===== src/rtl/irq_gateway_arbiter.sv =====
// ---------------------------------------------------------------------------
// irq_gateway_arbiter
//
// Purpose:
//   Turns synchronized level-sensitive interrupt lines into single pending
//   requests (one gateway per source), picks the highest-priority pending
//   source above a programmable threshold, and runs the claim/complete
//   handshake with the core. Each source has at most one request in flight.
//   Source IDs are 1..NUM_SRC; ID 0 means "none". 2**ID_W must exceed NUM_SRC.
//
// Ports:
//   i_clock        single clock for all state
//   i_reset        synchronous, active-high reset
//   i_irq_sync     synchronized interrupt levels, bit i is source ID i+1
//   i_src_prio     per-source priority, field i at [i*PRIO_W +: PRIO_W];
//                  priority 0 disables the source
//   i_threshold    only priorities strictly above this raise o_irq_out
//   i_claim        one-cycle claim strobe from the core
//   i_complete     one-cycle completion strobe
//   i_complete_id  ID being completed, valid while i_complete=1
//   o_irq_out      registered external-interrupt request
//   o_best_id      registered ID of the current winner, or 0
//   o_claim_id     ID returned by the most recent claim (held)
//   o_claim_valid  one-cycle pulse, one cycle after i_claim
// ---------------------------------------------------------------------------
module irq_gateway_arbiter #(
  parameter int unsigned NUM_SRC = 4,
  parameter int unsigned PRIO_W  = 2,
  parameter int unsigned ID_W    = 3
) (
  input  logic                        i_clock,
  input  logic                        i_reset,
  input  logic [NUM_SRC-1:0]          i_irq_sync,
  input  logic [NUM_SRC*PRIO_W-1:0]   i_src_prio,
  input  logic [PRIO_W-1:0]           i_threshold,
  input  logic                        i_claim,
  input  logic                        i_complete,
  input  logic [ID_W-1:0]             i_complete_id,
  output logic                        o_irq_out,
  output logic [ID_W-1:0]             o_best_id,
  output logic [ID_W-1:0]             o_claim_id,
  output logic                        o_claim_valid
);

  // Gateway states: waiting for a level, latched request, claimed by core.
  typedef enum logic [1:0] {
    GW_IDLE = 2'd0,
    GW_PEND = 2'd1,
    GW_INFL = 2'd2
  } gw_state_e;

  gw_state_e               r_gw_state     [NUM_SRC];
  gw_state_e               w_gw_state_nxt [NUM_SRC];
  logic [NUM_SRC-1:0]      w_pending;
  logic [PRIO_W-1:0]       w_prio         [NUM_SRC];

  logic [ID_W-1:0]         w_best_id;
  logic [PRIO_W-1:0]       w_best_prio;
  logic                    w_irq_out_nxt;

  logic                    r_irq_out;
  logic [ID_W-1:0]         r_best_id;
  logic [ID_W-1:0]         r_claim_id;
  logic                    r_claim_valid;

  // Unpack the flat priority bus into one field per source.
  always_comb begin
    for (int i = 0; i < int'(NUM_SRC); i++) begin
      w_prio[i] = i_src_prio[i*PRIO_W +: PRIO_W];
    end
  end

  // Gateway state register.
  always_ff @(posedge i_clock) begin
    if (i_reset) begin
      for (int i = 0; i < int'(NUM_SRC); i++) begin
        r_gw_state[i] <= GW_IDLE;
      end
    end else begin
      for (int i = 0; i < int'(NUM_SRC); i++) begin
        r_gw_state[i] <= w_gw_state_nxt[i];
      end
    end
  end

  // Gateway next-state logic. A source completing this cycle passes through
  // IDLE for one cycle before it can re-pend, and levels are ignored in INFL.
  always_comb begin
    for (int i = 0; i < int'(NUM_SRC); i++) begin
      w_gw_state_nxt[i] = r_gw_state[i];
      case (r_gw_state[i])
        GW_IDLE: begin
          if (i_irq_sync[i]) begin
            w_gw_state_nxt[i] = GW_PEND;
          end
        end
        GW_PEND: begin
          if (i_claim && (w_best_id == ID_W'(i + 1))) begin
            w_gw_state_nxt[i] = GW_INFL;
          end
        end
        GW_INFL: begin
          if (i_complete && (i_complete_id == ID_W'(i + 1))) begin
            w_gw_state_nxt[i] = GW_IDLE;
          end
        end
        default: begin
          w_gw_state_nxt[i] = GW_IDLE;
        end
      endcase
    end
  end

  // Gateway output decode: which sources hold a latched request.
  always_comb begin
    w_pending = '0;
    for (int i = 0; i < int'(NUM_SRC); i++) begin
      w_pending[i] = (r_gw_state[i] == GW_PEND);
    end
  end

  // Priority arbitration. Starting from priority 0 and accepting only a
  // strictly higher priority both excludes disabled sources and gives ties
  // to the lowest ID when scanning upward.
  always_comb begin
    w_best_id   = '0;
    w_best_prio = '0;
    for (int i = 0; i < int'(NUM_SRC); i++) begin
      if (w_pending[i] && (w_prio[i] > w_best_prio)) begin
        w_best_id   = ID_W'(i + 1);
        w_best_prio = w_prio[i];
      end
    end
  end

  // Threshold only gates the interrupt line, never the claim result.
  assign w_irq_out_nxt = (w_best_id != '0) && (w_best_prio > i_threshold);

  // Registered arbitration result and claim response.
  always_ff @(posedge i_clock) begin
    if (i_reset) begin
      r_irq_out     <= 1'b0;
      r_best_id     <= '0;
      r_claim_id    <= '0;
      r_claim_valid <= 1'b0;
    end else begin
      r_irq_out     <= w_irq_out_nxt;
      r_best_id     <= w_best_id;
      r_claim_valid <= i_claim;
      if (i_claim) begin
        r_claim_id <= w_best_id;
      end
    end
  end

  assign o_irq_out     = r_irq_out;
  assign o_best_id     = r_best_id;
  assign o_claim_id    = r_claim_id;
  assign o_claim_valid = r_claim_valid;

endmodule


===== config.mk =====
export PLATFORM = sky130hd
export DESIGN_NAME = irq_gateway_arbiter
export DESIGN_NICKNAME = d
export VERILOG_FILES = /design/src/rtl/irq_gateway_arbiter.sv
export SDC_FILE = /design/constraint.sdc
export NUM_CORES = 1
export LEC_CHECK = 0
export BUFFER_PORTS_ARGS = -buffer_cell sky130_fd_sc_hd__buf_4
export CAP_MARGIN = 20
export CORE_MARGIN = 2
export CORE_UTILIZATION = 30
export CTS_CLUSTER_DIAMETER = 40
export DETAILED_ROUTE_END_ITERATION = 6
export SYNTH_ARGS = -nofsm -noshare
export SYNTH_HDL_FRONTEND = slang
export SYNTH_SLANG_ARGS = --single-unit
export TNS_END_PERCENT = 5

===== constraint.sdc =====
create_clock -name i_clock -period 14.7 [get_ports i_clock]
set_input_delay 2.94 -clock i_clock [delete_from_list [all_inputs] [get_ports i_clock]]
set_output_delay 2.94 -clock i_clock [all_outputs]
set_load 0.005 [all_outputs]

==> impl_metrics.py, run 1 <==
metrics = {
    "floorplanning": {
        "ios": 29,
        "die-area_um2": 3740,
        "start_util": 0.319,
        "fp.dieH_um": 61.2,
        "fp.coreArea_um2": 3080,
        "die_w_um": 61.2,
        "rows": 20,
    },
    "worst_hold_path": {
        "worstHoldStart": "r_gw_state[3][1]",
        "hp-class": "flop to flop",
    },
    "route": {
        "drtPass1Iterations": 4,
        "routed_wl_um": 2110,
        "vias": 911,
        "drtIter0Drc": 21,
        "ant_nets": 0,
        "drt_drc_violations_left": 0,
        "via_per_inst": 5.01,
        "wire_per_inst_um": 11.6,
    },
    "synthesis": {
        "ys_ff_latch": 16,
        "synth_top_family_by_area": "simple AND/OR/NAND/NOR gates",
        "synth_xor_area_frac": 0,
        "synth_top_area_frac": 0.327,
        "synth_compound_area_frac": 0.237,
        "synth_seq_area_share": 0.327,
        "yosys.area_share.simple": 0.260,
        "synth_area_leaders": "dfxtp_1 33%, ha_1 10%, nand3b_1 3.8%, nor2_1 3.8%, nor2b_1 3.8%",
        "yosysTopAreaCell": "dfxtp_1",
        "synthMuxAreaShare": 0.0268,
        "syn_nets": 139,
        "avgSynthCellArea_um2": 8.92,
        "synthAdderAreaFrac": 0.102,
        "yosys_warnings": 0,
        "mappedNetlistArea_um2": 981,
        "syn_inst": 110,
        "synth_cell_types": 35,
    },
    "power": {
        "ir_drop_uv": 45.0,
        "p_leak_nw": 0.583,
        "power.density_nw_per_um2": 94.9,
    },
    "setup_path": {
        "r2r_start": "r_gw_state[0][0]",
        "startpoint": "i_src_prio[1]",
        "cp-start-kind": "input port",
        "crit_path_max_fanout": 12,
        "end_kind": "flop",
        "critPathRequiredTime_ns": 14.91,
        "cp.arrival_ns": 7.47,
        "critical_path_class": "input port to flop",
    },
    "clock_network": {
        "tritoncts": "built",
        "post_cts_buffers": 0,
        "cts_resized": 0,
        "clk_pin_slew_ns": 0.09,
        "cts_max_path_buffers": 2,
        "clockRootBuffer": "clkbuf_4",
        "cts_hold_buf": 0,
        "insertion_delay_ns": 0.28,
        "cts.htree.levels": 1,
        "cts_buffers": 3,
        "cts_sinks": 16,
    },
    "sta": {
        "min_period_ns": 7.25,
        "rsz0062_at_grt": "false",
        "slew_viol_final": 0,
        "setup-tns-final_ns": 0,
        "setup_viol": 0,
        "tightestPinTransition_ns": 0.887,
        "hold_violations": 0,
        "fmax_mhz": 138,
        "clock_skew_ns": 0.00373,
        "maxSlewHeadroom": 0.406,
        "finalCritPeriodShare": 0.493,
    },
    "global_routing": {
        "track_usage": 0.126,
        "grt_util_met2": 0.228,
        "grt_pass1_vias": 879,
        "grt.overflow.total": 0,
        "antenna_found_initial": 0,
        "grt_max_degree": 19,
        "grt_first_pass_wirelength_um": 3550,
        "top_usage_layer": "met2",
        "grtUsageMet1": 0.147,
        "use_met3": 0.0420,
    },
    "placement": {
        "dp.cells": 178,
        "dp_hpwl_um": 1750,
        "place_congestion": 0.834,
        "port_buffers": 28,
        "placed_area_um2": 1230,
    },
    "finish": {
        "fin_cells": 182,
        "antennaDiodeCount": 0,
        "final_area_um2": 1270,
        "fin_nets": 168,
        "area_delta_synth_final_pct": 29.1,
        "drive_gt1_frac": 0.297,
    },
    "run_status": {
        "status": "finished clean",
    },
    "job": {
        "cap_violations": 0,
    },
}
==> worst paths after layout <==
check / slack, ns / cells after the start / to
worst min register to register: 0.47 / 1 / r_gw_state[3][0]
worst min-delay path: 0.47 / 1 / r_gw_state[3][0]
worst max-delay path: 7.45 / 20 / o_irq_out
worst max register to register: 9.50 / 20 / o_irq_out
==> layout by cell type, fill, tap and decap left out, drive strengths merged, types with 2 or more instances in the layout <==
cell     Yosys  routed
nor2b        9       9
a21oi        6       6
dfxtp       16      16
nor3         4       4
nor2        10      10
clkbuf       3       4
nand3b       5       5
nand2b       2       2
nand3        2       2
inv          8       8
mux2         2       2
buf          1      28
o211a        4       4
ha           8       8
nand2        6       6
o211ai       3       3
o21ai        4       4
a31oi        2       2
o2111ai      3       3
==> power breakdown <==
group,total (mW),switching (mW),internal [mW]
Sequential,0.0498,0.00212,0.0477
Combinational,0.0421,0.0207,0.0214
Clock,0.0282,0.0132,0.0151
==> area by class of cell <==
cell class                 instances  area, µm²
clock buffer                       4       36.3
fill                             333       1810
inverter                           8       30.0
multi-input combinational         82        614
sequential                        16        320
tap                               44       55.1
timing repair buffer              28        210
==> logic make-up after synthesis <==
group / count (synthesis)
AO/OA/AOI/OAI: 29
adder cells (fa/ha/maj): 8
buffers and inverters: 12
flip-flops: 16
multiplexers: 2
AND/OR/NAND/NOR: 43
==> flip-flops by register name, summed over array words and instances (netlist names) <==
signal / flops
o_irq_out: 1
o_claim_id: 3
r_gw_state: 8
o_best_id: 3
o_claim_valid: 1
==> synthesized netlist by cell type (all sizes together) <==
library cell / instances
dfxtp: 16
nor2: 10
nor2b: 9
ha: 8
inv: 8
a21oi: 6
nand2: 6
nand3b: 5
nor3: 4
o211a: 4
o21ai: 4
clkbuf: 3
o2111ai: 3
o211ai: 3
a31oi: 2
mux2: 2
nand2b: 2
nand3: 2
a2111oi: 1
a211oi: 1
a21o: 1
a41o: 1
and4b: 1
buf: 1
nand4: 1
nor4b: 1
nor4bb: 1
o2111a: 1
o21a: 1
o32ai: 1
or3: 1
==> critical path: stages <==
cell and delay [ns]:
buf_4 0.08, nand2_1 0.06, ha_1 0.31, nor2b_4 0.14, o211a_4 0.26, mux2_4 0.33
ha_1 0.30, nor2b_4 0.13, o2111ai_1 0.47, nor2_1 0.08, a21o_2 0.20, ha_1 0.28
nor2b_1 0.15, o211ai_1 0.71, o2111ai_1 0.21, o211ai_1 0.16, ha_1 0.27, a21oi_1 0.14
o21ai_0 0.11, a31oi_1 0.14
==> metal layers <==
metal  part of all wire  vias to the layer above
li1                   -                      460
met1               0.42                      429
met2               0.53                       22
met3              0.049                        0
met4                  0                        0
met5                  0                        -
==> per-stage QoR <==
stage               utilization  setup slack (ns)  hold WS [ns]  total power [mW]
floorplan                     -              7.98         0.431            0.0793
global placement          0.400              7.36         0.444            0.0915
detailed placement        0.400              7.23         0.460            0.0931
CTS                       0.411              7.51         0.474             0.122
global route              0.411              7.02         0.484             0.130
finish                    0.411              7.45         0.467             0.120
Note: power is estimated with default switching activity, not from simulation.
==> run 2: changes to the inputs <==
==> constraint.sdc (replaced) <==
create_clock -name i_clock -period 6.2 [get_ports i_clock]
set_input_delay 1.24 -clock i_clock [delete_from_list [all_inputs] [get_ports i_clock]]
set_output_delay 1.24 -clock i_clock [all_outputs]
set_load 0.005 [all_outputs]
==> run 2 against run 1 <==
Net effect: register-to-register slack got worse by 8.1 ns; wire length fell by 1.9%; setup slack got worse by 6.4 ns; critical path depth did not move; total power rose by 130%; largest power group unchanged.
==> impl_metrics.py, run 2 (synthesis gave the netlist of run 1 again) <==
metrics = {
    "setup_path": {
        "critPathRequiredTime_ns": 6.41,
        "r2r_setup_slack_ns": 1.42,
        "critical_path_class": "input port to flop",
        "end_kind": "flop",
        "cp-start-kind": "input port",
        "cp.arrival_ns": 5.41,
        "crit_path_max_fanout": 8,
    },
    "route": {
        "wire_per_inst_um": 11.4,
        "drtPass1Iterations": 4,
        "ant_nets": 0,
        "drt_drc_violations_left": 0,
        "via_per_inst": 4.95,
        "vias": 900,
        "drtIter0Drc": 15,
        "routed_wl_um": 2070,
    },
    "clock_network": {
        "insertion_delay_ns": 0.28,
        "clockRootBuffer": "clkbuf_4",
        "cts.htree.levels": 1,
        "tritoncts": "built",
        "cts_hold_buf": 0,
        "cts_sinks": 16,
        "cts_max_path_buffers": 2,
        "post_cts_buffers": 0,
        "cts_resized": 0,
        "cts_buffers": 3,
        "clk_pin_slew_ns": 0.09,
    },
    "global_routing": {
        "grt.overflow.total": 0,
        "grt_first_pass_wirelength_um": 3460,
        "grt_pass1_vias": 825,
        "grt_max_degree": 19,
        "antenna_found_initial": 0,
        "track_usage": 0.124,
    },
    "worst_hold_path": {
        "hp-class": "flop to flop",
    },
    "power": {
        "p_leak_nw": 0.580,
        "sequentialPowerShare": 0.436,
        "switchingPower_mw": 0.0833,
        "combPwrFrac": 0.373,
        "ir_drop_uv": 91.5,
        "p_clk_frac": 0.191,
        "intPower_mw": 0.188,
        "power.density_nw_per_um2": 215,
        "switching_share": 0.307,
    },
    "floorplanning": {
        "rows": 20,
        "fp.dieH_um": 61.2,
        "die-area_um2": 3740,
        "ios": 29,
        "start_util": 0.319,
        "fp.coreArea_um2": 3080,
        "die_w_um": 61.2,
    },
    "finish": {
        "final_area_um2": 1260,
        "drive_gt1_frac": 0.297,
        "antennaDiodeCount": 0,
        "seq_area_um2": 320,
        "fillers": 330,
        "regMostFlops": "r_gw_state",
        "fin_nets": 169,
        "area_delta_synth_final_pct": 28.4,
        "fin_util": 0.409,
        "final_common_cell": "buf_4",
        "final_cell_mix": "29 x buf_4, 16 x dfxtp_1, 10 x nor2_1",
        "multi_input_area_um2": 614,
        "largest_reg_flops": 8,
    },
    "sta": {
        "maxSlewHeadroom": 0.572,
        "rsz0062_at_grt": "false",
        "tightestPinTransition_ns": 0.641,
        "slew_viol_final": 0,
        "fmax_mhz": 192,
        "hold_violations": 0,
        "setup-tns-final_ns": 0,
        "clock_skew_ns": 0.00527,
        "min_period_ns": 5.20,
        "finalCritPeriodShare": 0.839,
        "setup_viol": 0,
    },
    "placement": {
        "port_buffers": 28,
        "dp_hpwl_um": 1700,
        "placed_area_um2": 1240,
        "place_congestion": 0.781,
    },
    "run_status": {
        "status": "finished clean",
    },
    "job": {
        "cap_violations": 0,
    },
}
[run 2: changes by cell type in the layout (fill, tap and decap cells not counted)]
cell      change
buf_4         +1
clkbuf_8      -1
[run 2: final timing paths]
kind / from / end / cells past startpoint
hold reg to reg: r_gw_state[3][1] / r_gw_state[3][0] / 1
setup / recovery: i_src_prio[0] / o_irq_out / 20
hold / removal: r_gw_state[3][1] / r_gw_state[3][0] / 1
setup reg to reg: r_gw_state[0][0] / o_irq_out / 19
[run 2: power groups by stage]
stage | clock, mW | sequential [mW] | combinational [mW]
after floorplan | 0 | 0.120 | 0.0676
after global placement | 0 | 0.120 | 0.0997
after detailed placement | 0 | 0.121 | 0.101
after CTS | 0.0551 | 0.118 | 0.102
after global routing | 0.0588 | 0.119 | 0.115
final | 0.0517 | 0.118 | 0.101
[run 2: critical path: stages]
cell       delay [ns]
buf_4            0.11
nand2_1          0.08
inv_1            0.05
ha_1             0.27
nand2_1          0.11
o211a_4          0.22
mux2_4           0.34
ha_1             0.30
nor2b_4          0.13
o2111ai_1        0.53
mux2_2           0.41
ha_1             0.27
nand2_1          0.08
o211a_1          0.29
nor3_1           0.09
a211oi_2         0.23
ha_1             0.27
a21oi_1          0.15
o21ai_0          0.09
a31oi_1          0.14
[run 2: layout make-up]
class                           instances  area share
Inverter                                8      0.0238
Multi-Input combinational cell         82       0.488
Timing Repair Buffer                   29       0.173
Sequential cell                        16       0.254
Tap cell                               44      0.0437
Clock buffer                            3      0.0179
[run 2: per-stage QoR]
step | setup WS (ns) | hold slack (ns) | cells | power, mW
floorplan | 1.18 | 0.431 | 110 | 0.188
global placement | 0.779 | 0.445 | 179 | 0.220
detailed placement | 0.730 | 0.457 | 179 | 0.222
CTS | 1.03 | 0.471 | 182 | 0.275
global route | 0.620 | 0.483 | 182 | 0.293
finish | 1.00 | 0.468 | 182 | 0.271
[run 2: routing by layer]
| layer | global-route usage | vias to the layer above | wire, µm |
|---|---|---|---|
| li1 | - | 463 | - |
| met1 | 0.145 | 413 | 916 |
| met2 | 0.225 | 24 | 1020 |
| met3 | 0.0483 | 0 | 130 |
| met4 | 0.00932 | 0 | 0 |
| met5 | 0 | - | 0 |
